$ cat src/rtl/elevator_pkg.sv
// rtl/elevator_pkg.sv - shared constants and FSM state type for the elevator call path
package elevator_pkg;

  localparam int FLOORS_DEFAULT = 5;
  localparam int FLOOR_W        = $clog2(FLOORS_DEFAULT);

  typedef enum logic {
    IDLE = 1'b0,
    SEND = 1'b1
  } call_fsm_e;

endpackage

$ cat src/rtl/elevator_call_panel_button_debounce.sv
// rtl/elevator_call_panel_button_debounce.sv - 2-flop synchronizer plus debounce counter for one button
module button_debounce
  import elevator_pkg::*;
#(
  parameter int DEBOUNCE_CYCLES = 4
) (
  input  logic clk,
  input  logic rst_n,
  input  logic btn_raw,
  output logic level,
  output logic rise
);

  localparam int CNT_W = $clog2(DEBOUNCE_CYCLES + 1);
  localparam logic [CNT_W-1:0] CNT_MAX = CNT_W'(DEBOUNCE_CYCLES);

  logic             sync1_q, sync2_q;
  logic             level_q, level_d;
  logic             rise_q, rise_d;
  logic [CNT_W-1:0] cnt_q, cnt_d;

  // The level flips on the differing sample that arrives once the run has
  // already reached DEBOUNCE_CYCLES, so a raw rise at edge 0 shows at edge 2+N.
  always_comb begin
    level_d = level_q;
    rise_d  = 1'b0;
    cnt_d   = '0;
    if (sync2_q != level_q) begin
      if (cnt_q == CNT_MAX) begin
        level_d = ~level_q;
        rise_d  = ~level_q;
      end else begin
        cnt_d = cnt_q + 1'b1;
      end
    end
  end

  always_ff @(posedge clk or negedge rst_n) begin
    if (!rst_n) begin
      sync1_q <= 1'b0;
      sync2_q <= 1'b0;
      level_q <= 1'b0;
      rise_q  <= 1'b0;
      cnt_q   <= '0;
    end else begin
      sync1_q <= btn_raw;
      sync2_q <= sync1_q;
      level_q <= level_d;
      rise_q  <= rise_d;
      cnt_q   <= cnt_d;
    end
  end

  assign level = level_q;
  assign rise  = rise_q;

endmodule

$ cat src/rtl/elevator_call_panel.sv
// rtl/elevator_call_panel.sv - call latching, lamps and round-robin request issue to the controller
module elevator_call_panel
  import elevator_pkg::*;
#(
  parameter int FLOORS          = FLOORS_DEFAULT,
  parameter int DEBOUNCE_CYCLES = 4
) (
  input  logic                         clk,
  input  logic                         rst_n,
  input  logic [FLOORS-1:0]            btn,
  output logic                         req_valid,
  output logic [FLOORS-1:0]            req_floor,
  input  logic                         req_ready,
  input  logic                         served_valid,
  input  logic [$clog2(FLOORS)-1:0]    served_floor,
  output logic [FLOORS-1:0]            lamp,
  output logic [$clog2(FLOORS+1)-1:0]  pending_count
);

  localparam int FW = $clog2(FLOORS);
  localparam int CW = $clog2(FLOORS + 1);
  localparam logic [FLOORS-1:0] ONE_HOT_BASE = FLOORS'(1);

  logic [FLOORS-1:0] level_vec, rise_vec;

  for (genvar f = 0; f < FLOORS; f++) begin : g_btn
    button_debounce #(
      .DEBOUNCE_CYCLES(DEBOUNCE_CYCLES)
    ) u_debounce (
      .clk    (clk),
      .rst_n  (rst_n),
      .btn_raw(btn[f]),
      .level  (level_vec[f]),
      .rise   (rise_vec[f])
    );
  end

  function automatic logic [FW-1:0] rr_pick(input logic [FLOORS-1:0] vec,
                                            input logic [FW-1:0]     start);
    logic [FW-1:0] pick;
    logic          found;
    int            idx;
    pick  = '0;
    found = 1'b0;
    for (int i = 0; i < FLOORS; i++) begin
      idx = int'(start) + i;
      if (idx >= FLOORS) idx = idx - FLOORS;
      if (!found && vec[idx[FW-1:0]]) begin
        pick  = idx[FW-1:0];
        found = 1'b1;
      end
    end
    return pick;
  endfunction

  call_fsm_e         state_q;
  logic [FLOORS-1:0] lamp_q, lamp_d;
  logic [FLOORS-1:0] pending_q, pending_d;
  logic [CW-1:0]     count_q, count_d;
  logic [FW-1:0]     ptr_q, sel_q;
  logic              req_valid_q;
  logic [FLOORS-1:0] req_floor_q;

  logic              hs;
  logic [FLOORS-1:0] served_mask, hs_mask, call_evt, avail, next_onehot;
  logic [FW-1:0]     next_ptr, next_sel;

  always_comb begin
    served_mask = '0;
    if (served_valid && (int'(served_floor) < FLOORS)) served_mask[served_floor] = 1'b1;

    hs       = (state_q == SEND) && req_ready;
    hs_mask  = hs ? req_floor_q : '0;
    call_evt = rise_vec & level_vec & ~lamp_q;

    // Served beats a same-cycle call because the mask is applied last.
    lamp_d    = (lamp_q | call_evt) & ~served_mask;
    pending_d = (pending_q | call_evt) & ~served_mask & ~hs_mask;

    avail       = pending_q & ~served_mask & ~hs_mask;
    next_ptr    = hs ? ((sel_q == FW'(FLOORS - 1)) ? '0 : sel_q + 1'b1) : ptr_q;
    next_sel    = rr_pick(avail, next_ptr);
    next_onehot = ONE_HOT_BASE << next_sel;

    count_d = '0;
    for (int i = 0; i < FLOORS; i++) count_d = count_d + CW'(lamp_d[i]);
  end

  always_ff @(posedge clk or negedge rst_n) begin
    if (!rst_n) begin
      state_q     <= IDLE;
      lamp_q      <= '0;
      pending_q   <= '0;
      count_q     <= '0;
      ptr_q       <= '0;
      sel_q       <= '0;
      req_valid_q <= 1'b0;
      req_floor_q <= '0;
    end else begin
      lamp_q    <= lamp_d;
      pending_q <= pending_d;
      count_q   <= count_d;
      case (state_q)
        IDLE: begin
          if (|avail) begin
            state_q     <= SEND;
            sel_q       <= next_sel;
            req_valid_q <= 1'b1;
            req_floor_q <= next_onehot;
          end
        end
        SEND: begin
          if (hs) begin
            ptr_q <= next_ptr;
            if (|avail) begin
              sel_q       <= next_sel;
              req_floor_q <= next_onehot;
            end else begin
              state_q     <= IDLE;
              req_valid_q <= 1'b0;
              req_floor_q <= '0;
            end
          end
        end
        default: state_q <= IDLE;
      endcase
    end
  end

  assign req_valid     = req_valid_q;
  assign req_floor     = req_floor_q;
  assign lamp          = lamp_q;
  assign pending_count = count_q;

endmodule

$ cat config.mk
export PLATFORM = sky130hd
export DESIGN_NAME = elevator_call_panel
export DESIGN_NICKNAME = d
export VERILOG_FILES = /design/src/rtl/elevator_pkg.sv /design/src/rtl/elevator_call_panel_button_debounce.sv /design/src/rtl/elevator_call_panel.sv
export SDC_FILE = /design/constraint.sdc
export NUM_CORES = 1
export LEC_CHECK = 0
export BUFFER_PORTS_ARGS = -buffer_cell sky130_fd_sc_hd__buf_2
export CAP_MARGIN = 15
export CELL_PAD_IN_SITES_DETAIL_PLACEMENT = 1
export CELL_PAD_IN_SITES_GLOBAL_PLACEMENT = 1
export CORE_ASPECT_RATIO = 2
export CORE_MARGIN = 2
export CORE_UTILIZATION = 42
export CTS_BUF_LIST = sky130_fd_sc_hd__clkbuf_8
export CTS_CLUSTER_SIZE = 10
export DETAILED_ROUTE_END_ITERATION = 16
export GPL_TIMING_DRIVEN = 0
export PLACE_DENSITY_LB_ADDON = 0.1
export SLEW_MARGIN = 20
export SYNTH_ARGS = -nofsm -noshare
export SYNTH_HDL_FRONTEND = slang
export SYNTH_HIERARCHICAL = 1
export SYNTH_SLANG_ARGS = --single-unit
$ cat constraint.sdc
create_clock -name clk -period 3.7 [get_ports clk]
set_input_delay 0.74 -clock clk [delete_from_list [all_inputs] [get_ports clk]]
set_output_delay 0.74 -clock clk [all_outputs]
set_load 0.005 [all_outputs]
After elaboration in Yosys (flattened, before gate mapping)
Index checks and enable logic that the tools add are counted.
{"block": "word_totals", "out_inout_bits": 14, "elab_cells": 182, "in_bits": 12, "regBits": 61}
{"block": "classes", "n_eq_ne": 14, "muxes": 64, "n_addsub": 19, "n_reduce_logical": 20, "n_bitwise": 18, "magnitude_cmp": 13, "shift": 1}
{"op": "two-way mux 3 bit", "n": 24}
{"op": "bitwise AND 5 bit", "n": 7}
{"op": "two-way mux 1 bit", "n": 25}
{"op": "two-way mux 5 bit", "n": 5}
{"op": "less-than comparator 3 x 4 -> 1 bit (second input constant)", "n": 6}
{"op": "adder 3 x 1 -> 3 bit (second input constant)", "n": 6}
{"op": "equality test 3 bit (second input constant)", "n": 6}
{"op": ">= comparator 4 x 3 -> 1 bit (second input constant)", "n": 4}
{"op": "binary-select mux 1 bit (select 3 bit)", "n": 5}
{"op": "NOT 5 bit", "n": 3}
{"op": "subtractor 3 bit (second input constant)", "n": 5}
{"op": "AND reduction 2 bit", "n": 7}
{"op": "OR 5 bit", "n": 2}
{"op": "one-hot mux 5 bit (2 select lines)", "n": 1}
{"op": "adder 3 x 2 -> 4 bit (second input constant)", "n": 2}
{"op": "logical AND 1 bit", "n": 7}
{"op": "adder 3 x 1 -> 3 bit", "n": 2}
{"op": "NOT 1 bit", "n": 6}
{"op": "one-hot mux 3 bit (2 select lines)", "n": 1}
{"op": "inequality test 1 bit", "n": 5}
{"op": "OR reduction 5 bit", "n": 1}
{"op": "left shift 1 x 3 -> 5 bit (first input constant)", "n": 1}
{"op": "adder 3 x 1 -> 4 bit (second input constant)", "n": 1}
{"op": "adder 3 x 3 -> 4 bit (second input constant)", "n": 1}
{"op": "11 further kinds", "n": 16}

Logic depth before layout (Yosys ltp)
{"block": "depth", "depth_word": 27, "depth_mapped": 17}

Hierarchy
The synthesis kept the hierarchy.
{"module": "elevator_call_panel", "cells_per_inst": 271, "area_per_inst_um2": 2396.0, "seq_area_each_um2": 650.6, "n_inst": 1}
{"module": "button_debounce", "cells_per_inst": 20, "area_per_inst_um2": 272.8, "seq_area_each_um2": 175.2, "n_inst": 5}

Worst setup path after synthesis
Ideal clock, no wire load.
{"block": "synth_path", "path_kind": "in2reg", "startpoint": "input req_ready", "endpoint": "register req_floor_q[0] (netlist: req_floor[0])", "required_time_ns": 3.579, "setup_time_ns": 0.121, "arrival_ns": 4.307, "slack_ns": -0.728, "path_buffers": 2, "stages": 14, "path_cell_list": "and2_1 -> buf_2 -> a31oi_1 -> clkbuf_1 -> ha_1 -> o21ai_0 -> mux2i_1 -> nor4_1 -> a311oi_1 -> nor3b_2 -> or4b_1 -> o311ai_2 -> a211oi_2 -> a22o_2"}
{"block": "synth_via", "elab_chain_cells": 23, "elab_cells_between_ends": 60, "classes_between": "add/sub: 9; order compare: 5; eq/ne: 2; shift: 1; mux: 30; bitwise: 2; reduce/logical: 11"}
{"element": "from (decl)", "line": "elevator_call_panel.sv:13", "source": "input logic req_ready,"}
{"element": "logical AND 1 bit *", "line": "elevator_call_panel.sv:72", "source": "hs = (state_q == SEND) && req_ready;"}
{"element": "parallel branches: the longest is 22 deep, another holds adder 3 x 1 -> 4 bit"}
{"element": "to (signal assigned)", "line": "elevator_call_panel.sv:109", "source": "req_floor_q <= next_onehot;"}
{"element": "to (signal assigned)", "line": "elevator_call_panel.sv:117", "source": "req_floor_q <= next_onehot;"}
{"element": "to (decl)", "line": "elevator_call_panel.sv:62", "source": "logic [FLOORS-1:0] req_floor_q;"}
Mark *: on every way between the ends. The select of a mux whose other input is x is not followed.
A chain may end at the register's enable or synchronous reset.

Worst setup path in the final report
{"block": "layout_path", "startpoint": "register sel_q[1]", "endpoint": "register req_floor_q[1] (netlist: req_floor[1])"}
{"block": "layout_via", "elab_chain_cells": 24, "elab_cells_between_ends": 55, "classes_between": "add/sub: 10; order compare: 5; eq/ne: 1; shift: 1; mux: 30; reduce/logical: 8"}
{"element": "from (decl)", "line": "elevator_call_panel.sv:60", "source": "logic [FW-1:0] ptr_q, sel_q;"}
{"element": "from (signal assigned)", "line": "elevator_call_panel.sv:107", "source": "sel_q <= next_sel;"}
{"element": "from (signal assigned)", "line": "elevator_call_panel.sv:116", "source": "sel_q <= next_sel;"}
{"element": "adder 3 x 1 -> 3 bit or equality test 3 bit (tied branches)", "line": "elevator_call_panel.sv:81", "source": "next_ptr = hs ? ((sel_q == FW'(FLOORS - 1)) ? '0 : sel_q + 1'b1) : ptr_q;"}
{"element": "two-way mux 3 bit * (2 in series)", "line": "elevator_call_panel.sv:81"}
{"element": "net next_ptr[2]", "line": "elevator_call_panel.sv:66", "source": "logic [FW-1:0] next_ptr, next_sel;"}
{"element": "parallel branches: the longest is 16 deep, another holds adder 3 x 1 -> 4 bit"}
{"element": "two-way mux 3 bit *", "line": "elevator_call_panel.sv:48", "source": "if (!found && vec[idx[FW-1:0]]) begin"}
{"element": "left shift 1 x 3 -> 5 bit *", "line": "elevator_call_panel.sv:83", "source": "next_onehot = ONE_HOT_BASE << next_sel;"}
{"element": "two-way mux 5 bit", "line": "elevator_call_panel.sv:115", "source": "if (|avail) begin"}
{"element": "two-way mux 5 bit", "line": "elevator_call_panel.sv:113", "source": "if (hs) begin"}
{"element": "one-hot mux 5 bit (2 select lines) *", "line": "elevator_call_panel.sv:103", "source": "case (state_q)"}
Mark *: on every way through the listed nets, which the timed path passes. The select of a mux whose other input is x is not followed.

==> results_dict.tcl <==
set metrics [dict create \
    power.total_mw 4.94 \
    dieArea_sq_um 9770 \
    htreeDepth 3 \
    grt_util_all_layers_pct 23.6 \
    ys_types 72 \
    syn-num-nets 407 \
    max_freq_mhz 246 \
    gr-usage-met2_pct 45.1 \
    drc 0 \
    io_pins 26 \
    drv_cap 0 \
    grt_pass1_vias 3539 \
    synth-async-reset-ratio_pct 100 \
    synth-main-ff-cell "dfrtp_1" \
    antenna_found_initial 0 \
    critPathLaunch "sel_q[1]$_DFFE_PN0P_" \
    hpwl_um 7860 \
    nets 473 \
    power_density_nw_per_um2 1010 \
    yosys.area.top_type_share_pct 40.6 \
    period_needed_ns 4.07 \
    met3_usage_pct 3.88 \
    area_delta_synth_final_pct 29.9 \
    yosysTopAreaCell "dfrtp_1" \
    violations "negative setup slack" \
    synthTopCellsByArea "dfrtp_1 41%, ha_1 7.0%, nand2_1 3.5%" \
    netlist_area_sq_um 3760 \
    cts_buffer_depth 2 \
    endpoint_kind "flip-flop" \
    reg2reg_from "sel_q[1]$_DFFE_PN0P_" \
    vias_per_cell 5.91 \
    antenna_cells 0 \
    grt_use_met1_pct 23.6 \
    wire_per_inst_um 19.7 \
    drt_pass1_iterations 4 \
    worstSetupPathType "flip-flop to flip-flop" \
    placedInstanceArea_sq_um 4130 \
    wirelength_um 10700 \
    core-area_sq_um 8650 \
    min_path_type "flip-flop to flip-flop" \
    portBuffers 25 \
    synth-seq-cells 61 \
    slew_viol_final 0 \
    final_util_pct 56.5 \
    final_cells 542 \
    grt_pass1_wl_um 17800 \
    antenna_left 0 \
    vias 3205 \
    initial_core_util_pct 43.5 \
    min_from "g_btn[3].u_debounce/sync1_q$_DFF_PN0_" \
    worstMarginPinSlew_ns 0.758 \
    whs_ns 0.350 \
    setup-tns-final_ns -2.34 \
    dpl_worst_slack_ns -1.08 \
    rows 48 \
    dp_cells 496 \
    clk_latency_ns 0.33 \
    die_h_um 138 \
    hold_viol 0 \
    synth_seq_area_share_pct 40.6 \
    cts_buffers 9 \
    drt_iter0_drc 102 \
    skew_ns 0.00910 \
    p_leak_nw 2.16 \
    start_kind "flip-flop" \
    slew_headroom_pct 49.4 \
    fin_ws_ns -0.372 \
    die_w_um 70.9 \
    finalCritPeriodShare_pct 110 \
    cts.sinks 61 \
    place_congestion 0.871 \
    cts_tree "built" \
    grt-ovfl-total 0 \
    ys_top_cells_by_count "61 x dfrtp_1, 35 x nand2_1, 25 x inv_1, 21 x ha_1, 19 x nand3_1" \
    yosysMostFrequentCell "dfrtp_1" \
    outcome "finished with violations" \
    root_buffer "clkbuf_8" \
    cp.required_ns 3.95 \
    synth_edf_count 0 \
    irDropWorstVdd_uv 622 \
    grt_max_degree 62 \
    setup_viol 8 \
    drive_above_1_share_pct 34.6 \
    cts-hold-fix-buffers 0 \
    syn_avg_cell_area_sq_um 10.1 \
    busiest_layer "met2" \
    path_clk_slew_ns 0.07 \
    worstPathArrival_ns 4.33 \
    rsz0062_at_grt "true" \
    final_cell_area_sq_um 4880 \
    crit_fanout 6 \
    postSynthCellCount 371 \
    yosys_warnings 6 \
]
## per-layer routing
layer  vias up  wire (um)  share of wire, %
met5         -          0                 0
met4         0        495               4.6
met3        30        248               2.3
met2        69       6220                58
met1      1620       3730                35
li1       1486          -                 -
## worst max-delay path, cell delays in order (launching register included)
cell and delay [ns]:
dfrtp_1 0.43, ha_4 0.19, and2b_2 0.20, o31a_4 0.38
inv_4 0.08, buf_8 0.09, fa_2 0.44, a22o_4 0.26
mux2_4 0.22, nor3_4 0.04, a311oi_2 0.34, nor3b_4 0.28
or4b_4 0.51, o311ai_4 0.11, nand4_1 0.25, o21ai_1 0.17
## logic make-up after synthesis
kind of cell,count (synthesis),synth area share [%]
and+or+nand+nor,134,20.4
adders and majority gates,24,8.59
AOI/OAI and AO/OA,84,17.6
DFF,61,40.6
xor gates and xnor gates,9,2.10
buffers and inverters,36,4.26
muxes,23,6.49
## flip-flops by register name, summed over array words and instances (netlist names), 5 cells and up
signal / cells
g_btn.u_debounce/sync2_q: 5
pending_q: 5
g_btn.u_debounce/level: 5
g_btn.u_debounce/cnt_q: 15
req_floor: 5
g_btn.u_debounce/rise: 5
g_btn.u_debounce/sync1_q: 5
lamp: 5
## what timing repair did
action	in CTS	in global routing
setup endpoints to repair	8	8
buffers inserted	25	6
resized for setup	49	5
pin swaps	25	12
## worst paths after layout
check                                                         endpoint  slack, ns  cells past startpoint
worst max register to register                req_floor[1]$_DFFE_PN0P_      -0.37                     15
worst min register to register   g_btn[3].u_debounce/sync2_q$_DFF_PN0_       0.35                      0
worst min-delay path             g_btn[3].u_debounce/sync2_q$_DFF_PN0_       0.35                      0
max in group asynchronous                            state_q$_DFF_PN0_       2.69                      1
worst max-delay path                          req_floor[1]$_DFFE_PN0P_      -0.37                     15
min in group asynchronous       g_btn[4].u_debounce/cnt_q[0]$_DFF_PN0_       0.47                      1
## power by group
| part | switching (mW) | total (mW) | internal [mW] |
|---|---|---|---|
| registers | 0.138 | 0.974 | 0.836 |
| logic | 1.77 | 3.18 | 1.41 |
| clock network | 0.258 | 0.792 | 0.534 |
| total | 2.16 | 4.94 | 2.78 |
## cell usage in the layout (no fill, tap or decap), types with 3 or more instances in the layout
cell type and n:
nor2b_1 6, nor2_1 10, a21o_1 4, inv_2 3, mux2_2 10, nand2_1 35
nor3b_1 10, o21ai_0 5, a221oi_1 3, buf_6 3, bufinv_16 4, and3_1 3
dfrtp_1 59, a211oi_1 7, mux2i_1 11, nand2b_1 8, ha_4 4, nand4_1 7
buf_2 25, a31oi_1 7, buf_4 33, nor3b_4 3, o21ai_1 4, ha_1 15
nor3_1 4, a21boi_0 4, a21oi_1 10, inv_1 20, nand3_1 18, clkbuf_8 10
xnor2_1 8, or3b_1 5
## area by class of cell
| type | instances | area, sq um |
|---|---|---|
| Inverter | 27 | 118 |
| Clock inverter | 6 | 134 |
| Multi-Input combinational cell | 274 | 2390 |
| Fill cell | 939 | 3760 |
| Timing Repair Buffer | 56 | 360 |
| Buffer | 8 | 93.8 |
| Clock buffer | 10 | 138 |
| Tap cell | 100 | 125 |
| Sequential cell | 61 | 1530 |
No activity file was read; power rests on OpenSTA's default activity.
